==> config.mk <==
export PLATFORM = sky130hd
export DESIGN_NAME = alu_serial_rx
export DESIGN_NICKNAME = d
export VERILOG_FILES = /design/src/rtl/alu_serial_rx.sv
export SDC_FILE = /design/constraint.sdc
export NUM_CORES = 1
export LEC_CHECK = 0
export ABC_AREA = 1
export ABC_CLOCK_PERIOD_IN_PS = 2800
export BUFFER_PORTS_ARGS = -buffer_cell sky130_fd_sc_hd__clkbuf_2
export CORE_MARGIN = 8
export CORE_UTILIZATION = 40
export CTS_CLUSTER_DIAMETER = 100
export DETAILED_ROUTE_END_ITERATION = 12
export PLACE_DENSITY = 0.6
export SYNTH_ARGS = -nofsm -noshare
export SYNTH_HDL_FRONTEND = slang
export SYNTH_SLANG_ARGS = --single-unit
export TNS_END_PERCENT = 5
==> constraint.sdc <==
create_clock -name clk -period 2.8 [get_ports clk]
set_clock_uncertainty 0.15 [all_clocks]
set_input_delay 0.14 -clock clk [delete_from_list [all_inputs] [get_ports clk]]
set_output_delay 0.14 -clock clk [all_outputs]
set_load 0.02 [all_outputs]
==> src/rtl/alu_serial_rx.sv <==
// Serial receiver that assembles DATA/CTL frames into {B, A, OP} packets and holds them in a one-deep record register.
// Optional CRC-4 check is enabled by defining ALU_RX_CRC_CHECK_EN.
module alu_serial_rx #(
  parameter int OPW_BYTES = 4,
  parameter int OP_W      = 3
) (
  input  logic                   clk,
  input  logic                   rst,
  input  logic                   sin,
  output logic                   cmd_valid,
  input  logic                   cmd_ready,
  output logic [8*OPW_BYTES-1:0] cmd_a,
  output logic [8*OPW_BYTES-1:0] cmd_b,
  output logic [OP_W-1:0]        cmd_op,
  output logic [2:0]             cmd_err,
  output logic                   ovf
);

  localparam int         DW        = 8 * OPW_BYTES;
  localparam int         PW        = 2 * DW;
  localparam logic [4:0] NBYTES    = 5'(2 * OPW_BYTES);
  localparam logic [2:0] ERR_NONE  = 3'b000;
  localparam logic [2:0] ERR_FRAME = 3'b100;
  localparam logic [2:0] ERR_DATA  = 3'b001;
`ifdef ALU_RX_CRC_CHECK_EN
  localparam logic [2:0] ERR_CRC   = 3'b010;
`endif

  typedef enum logic [1:0] {
    S_IDLE,
    S_TYPE,
    S_PAY,
    S_STOP
  } state_t;

  state_t          state_q, state_d;
  logic [2:0]      bit_cnt_q, bit_cnt_d;
  logic            type_q, type_d;
  logic [7:0]      pay_q, pay_d;
  logic [4:0]      byte_cnt_q, byte_cnt_d;
  logic [PW-1:0]   data_q, data_d;
  logic            pend_q, pend_d;
  logic [2:0]      pend_err_q, pend_err_d;
  logic [OP_W-1:0] pend_op_q, pend_op_d;
  logic            cmd_valid_q, cmd_valid_d;
  logic [DW-1:0]   cmd_a_q, cmd_a_d;
  logic [DW-1:0]   cmd_b_q, cmd_b_d;
  logic [OP_W-1:0] cmd_op_q, cmd_op_d;
  logic [2:0]      cmd_err_q, cmd_err_d;
  logic            ovf_q, ovf_d;
  logic            pkt_end;
  logic [2:0]      pkt_err;

`ifdef ALU_RX_CRC_CHECK_EN
  logic [3:0] crc_q, crc_d, crc_ctl;

  // One serial step of x^4+x+1, message bit shifted in MSB first.
  function automatic logic [3:0] crc_bit(input logic [3:0] c, input logic b);
    logic fb;
    fb = c[3] ^ b;
    return {c[2], c[1], c[0] ^ fb, fb};
  endfunction
`endif

  always_comb begin
    state_d    = state_q;
    bit_cnt_d  = bit_cnt_q;
    type_d     = type_q;
    pay_d      = pay_q;
    byte_cnt_d = byte_cnt_q;
    data_d     = data_q;
    pend_d     = 1'b0;
    pend_err_d = pend_err_q;
    pend_op_d  = pend_op_q;
    pkt_end    = 1'b0;
    pkt_err    = ERR_NONE;
`ifdef ALU_RX_CRC_CHECK_EN
    crc_d      = crc_q;
    crc_ctl    = crc_q;
`endif

    case (state_q)
      S_IDLE: begin
        if (!sin) state_d = S_TYPE;
      end
      S_TYPE: begin
        type_d    = sin;
        bit_cnt_d = '0;
        state_d   = S_PAY;
      end
      S_PAY: begin
        pay_d     = {pay_q[6:0], sin};
        bit_cnt_d = bit_cnt_q + 3'd1;
        if (bit_cnt_q == 3'd7) state_d = S_STOP;
      end
      S_STOP: begin
        state_d = S_IDLE;
        // A completed frame is acted on only here, once its stop bit is known.
        if (!sin) begin
          pkt_end = 1'b1;
          pkt_err = ERR_FRAME;
        end else if (!type_q) begin
          if (byte_cnt_q == NBYTES) begin
            pkt_end = 1'b1;
            pkt_err = ERR_DATA;
          end else begin
            data_d     = {data_q[PW-9:0], pay_q};
            byte_cnt_d = byte_cnt_q + 5'd1;
`ifdef ALU_RX_CRC_CHECK_EN
            for (int i = 7; i >= 0; i--) crc_d = crc_bit(crc_d, pay_q[i]);
`endif
          end
        end else begin
          pkt_end = 1'b1;
          if (byte_cnt_q != NBYTES) begin
            pkt_err = ERR_DATA;
          end else begin
            pend_op_d = pay_q[4 +: OP_W];
`ifdef ALU_RX_CRC_CHECK_EN
            crc_ctl = crc_bit(crc_q, 1'b1);
            for (int i = 6; i >= 4; i--) crc_ctl = crc_bit(crc_ctl, pay_q[i]);
            if (crc_ctl != pay_q[3:0]) pkt_err = ERR_CRC;
`endif
          end
        end
      end
      default: state_d = S_IDLE;
    endcase

    if (pkt_end) begin
      pend_d     = 1'b1;
      pend_err_d = pkt_err;
      byte_cnt_d = '0;
`ifdef ALU_RX_CRC_CHECK_EN
      crc_d      = '0;
`endif
    end
  end

  // Record stage runs one edge after the packet ends; data_q stays untouched until the next stop bit.
  always_comb begin
    cmd_valid_d = cmd_valid_q;
    cmd_a_d     = cmd_a_q;
    cmd_b_d     = cmd_b_q;
    cmd_op_d    = cmd_op_q;
    cmd_err_d   = cmd_err_q;
    ovf_d       = 1'b0;

    if (pend_q) begin
      if (cmd_valid_q && !cmd_ready) begin
        ovf_d = 1'b1;
      end else begin
        cmd_valid_d = 1'b1;
        cmd_err_d   = pend_err_q;
        if (pend_err_q == ERR_NONE) begin
          cmd_b_d  = data_q[PW-1:DW];
          cmd_a_d  = data_q[DW-1:0];
          cmd_op_d = pend_op_q;
        end else begin
          cmd_b_d  = '0;
          cmd_a_d  = '0;
          cmd_op_d = '0;
        end
      end
    end else if (cmd_valid_q && cmd_ready) begin
      cmd_valid_d = 1'b0;
    end
  end

  always_ff @(posedge clk) begin
    if (rst) begin
      state_q     <= S_IDLE;
      bit_cnt_q   <= '0;
      type_q      <= 1'b0;
      pay_q       <= '0;
      byte_cnt_q  <= '0;
      data_q      <= '0;
      pend_q      <= 1'b0;
      pend_err_q  <= '0;
      pend_op_q   <= '0;
      cmd_valid_q <= 1'b0;
      cmd_a_q     <= '0;
      cmd_b_q     <= '0;
      cmd_op_q    <= '0;
      cmd_err_q   <= '0;
      ovf_q       <= 1'b0;
`ifdef ALU_RX_CRC_CHECK_EN
      crc_q       <= '0;
`endif
    end else begin
      state_q     <= state_d;
      bit_cnt_q   <= bit_cnt_d;
      type_q      <= type_d;
      pay_q       <= pay_d;
      byte_cnt_q  <= byte_cnt_d;
      data_q      <= data_d;
      pend_q      <= pend_d;
      pend_err_q  <= pend_err_d;
      pend_op_q   <= pend_op_d;
      cmd_valid_q <= cmd_valid_d;
      cmd_a_q     <= cmd_a_d;
      cmd_b_q     <= cmd_b_d;
      cmd_op_q    <= cmd_op_d;
      cmd_err_q   <= cmd_err_d;
      ovf_q       <= ovf_d;
`ifdef ALU_RX_CRC_CHECK_EN
      crc_q       <= crc_d;
`endif
    end
  end

  assign cmd_valid = cmd_valid_q;
  assign cmd_a     = cmd_a_q;
  assign cmd_b     = cmd_b_q;
  assign cmd_op    = cmd_op_q;
  assign cmd_err   = cmd_err_q;
  assign ovf       = ovf_q;

endmodule

==> impl_metrics.ini <==
[synth]
synth_nets = 822
synth_largest_area_cell = dfxtp_1
synthXorXnorAreaFrac = 0
ys_seq_area_frac = 0.510
syn_area_sq_um = 6280
syn_inst = 809
synth_compound_area_frac = 0.188
ys_types = 26
yosys.area.top_type_share = 0.510
ys_top_cells_by_area = dfxtp_1 (51%), a21oi_1 (11%), nand2_1 (9.3%), nor2_1 (5.7%), inv_1 (5.1%)
synthMuxAreaShare = 0
yosysWarnings = 0
synthAdderAreaFrac = 0.0179
synth-simple-area-share = 0.170
synth_top_family_by_area = compound AO/OA/AOI/OAI gates
avgSynthCellArea_sq_um = 7.76
ys_ff_latch = 160

[clock_network]
post_cts_resized = 0
cts_buffer_depth = 2
cts_max_level = 4
cts_tree = built
clk_pin_slew_ns = 0.06
worstSkewPairLatency_ns = 0.42
cts.sinks = 160
cts_buffers = 17
clockRootBuffer = clkbuf_16

[grt]
busiest_layer = met2
grt_pass1_wl_um = 23300
antenna_found_initial = 0
met2_usage = 0.247
use_met1 = 0.167
grt_overflow = 0
grt_pass1_vias = 4921
groute.layer.met3.usage = 0.0336
grt_max_degree = 75
track_usage = 0.143

[timing]
setup_ws_ns = 0.516
worst_pin_slew_ns = 0.790
fin_crit_sh = 0.816
rsz0062_at_grt = no
maxSlewViolCount = 0
finalHoldViolCount = 0
fmax_ghz = 0.438
tns_ns = 0
max-slew-margin-rel = 0.473
min_period_ns = 2.28
finalSetupViolCount = 0

[pwr]
total_power_w = 0.00567
p_per_area_nw_per_um2 = 776
power_leakage_nw = 2.85
peakVddDrop_mv = 0.429

[placed_design]
dpl_worst_slack_ns = 0.490
port_buffers = 74
gp_congestion = 0.755
hpwl_um = 9210
dp_cells = 1057

[cells_and_area]
n_antenna_cell = 0
drive_gt1_frac = 0.153
nets = 875
area_growth_pct = 16.4
layout.cells.non_filler = 1091

[min_path]
hp-class = in -> reg

[route]
post_drt_wl_per_cell_um = 12.4
drcViolationCount = 0
antenna_left = 0
drtIter0Drc = 262
drt-total-wl_um = 13600
drt-vias-per-instance = 4.66
drt_pass1_iterations = 4
vias = 5089

[floorplan]
die_w_um = 141
io_pins = 76
rows = 46
die_area_sq_um = 20000
core-area_sq_um = 15600
initial_core_util = 0.403
die_h_um = 141

[critical_path]
crit_type = reg -> reg
crit_path_end_kind = flop
crit_required_ns = 2.95
start_kind = flop
cp.arrival_ns = 2.44
cp_max_fo = 29

[flow_run]
maxCapViolCount = 0

[outcome]
status = finished, final reports clean
## flip-flops by register name, summed over array words and instances (netlist names), 2 cells and up
name        flops
bit_cnt_q       3
byte_cnt_q      5
cmd_a          32
cmd_b          32
cmd_err         2
cmd_op          3
data_q         64
pay_q           8
pend_err_q      2
pend_op_q       3
state_q         2
## where the power goes
| part | total [W] | internal (W) | switching [W] |
|---|---|---|---|
| registers | 0.00255 | 0.00245 | 0.000102 |
| logic | 0.000621 | 0.000198 | 0.000422 |
| clock network | 0.00250 | 0.00161 | 0.000891 |
| total | 0.00567 | 0.00426 | 0.00141 |
## path summary, 6_finish.rpt
check	start	endpoint	slack (ns)	cells past startpoint
max reg2reg	byte_cnt_q[0]	data_q[21]	0.52	10
min reg2reg	data_q[57]	data_q[57]	0.30	2
min	rst	pend_op_q[2]	0.16	4
max	byte_cnt_q[0]	data_q[21]	0.52	10
## layout make-up
class | count | area (sq um)
clock buffer | 23 | 498
clock inverter | 9 | 153
fill | 1595 | 8290
inverter | 88 | 330
multi-input combinational | 507 | 2360
sequential | 160 | 3200
tap | 216 | 270
timing repair buffer | 88 | 493
## kinds of logic after synthesis
family                     Yosys count
and+or+nand+nor                    271
adders and majority gates            9
AOI/OAI and AO/OA                  226
DFF                                160
other                                1
buffers and inverters              142
## through the flow
| stage | cell area, sq um | hold slack [ns] | utilization |
|---|---|---|---|
| global placement | 6640 | 0.292 | 0.426 |
| floorplan | 6280 | 0.194 | - |
| detailed placement | 6640 | 0.295 | 0.426 |
| finish | 7310 | 0.163 | 0.469 |
| global route | 7310 | 0.194 | 0.469 |
| CTS | 7310 | 0.150 | 0.469 |
## metal layers
layer | routed length, um | up-vias
met3 | 592 | 16
met4 | 201 | 0
met1 | 6190 | 2323
met5 | 0 | -
li1 | - | 2681
met2 | 6560 | 69
## worst max-delay path, stage by stage (launching register included)
cell and delay [ns]:
dfxtp_1 0.37, inv_1 0.07, ha_1 0.19, nand2_1 0.08
inv_1 0.04, nand2_1 0.07, ha_1 0.27, nand3_4 0.30
buf_4 0.32, o21ai_0 0.23, a21oi_1 0.06
## synth_stat cells
library cell	number
a211oi_1	1
a21boi_2	1
a21oi_1	142
buf_1	3
buf_2	6
buf_4	17
buf_6	15
clkbuf_1	13
conb_1	1
dfxtp_1	160
ha_1	9
inv_1	86
inv_2	2
nand2_1	155
nand2_2	2
nand3_1	11
nand3_4	1
nand3b_1	1
nand4_1	3
nor2_1	96
nor2_2	1
nor3_1	1
o21a_1	1
o21ai_0	47
o21ai_1	24
o21ai_2	10
## timing repair
item                       in CTS  in global routing
setup buffers                   0                  0
setup endpoints to repair       0                  0
hold buffers                    2                  0
hold endpoints to repair        3                  0
## placed cells by master, fill, tap and decap left out, drive strengths merged
master and n:
dfxtp 160, nor3 1, clkbuf 97, nand4 3, clkinv 5, bufinv 4
nand3b 1, conb 1, a21boi 1, a211oi 1, nand2 157, ha 9
nand3 12, dlygate4sd3 2, a21oi 142, inv 88, o21a 1, buf 12
o21ai 81, nor2 97
No activity file was read; power rests on OpenSTA's default activity.
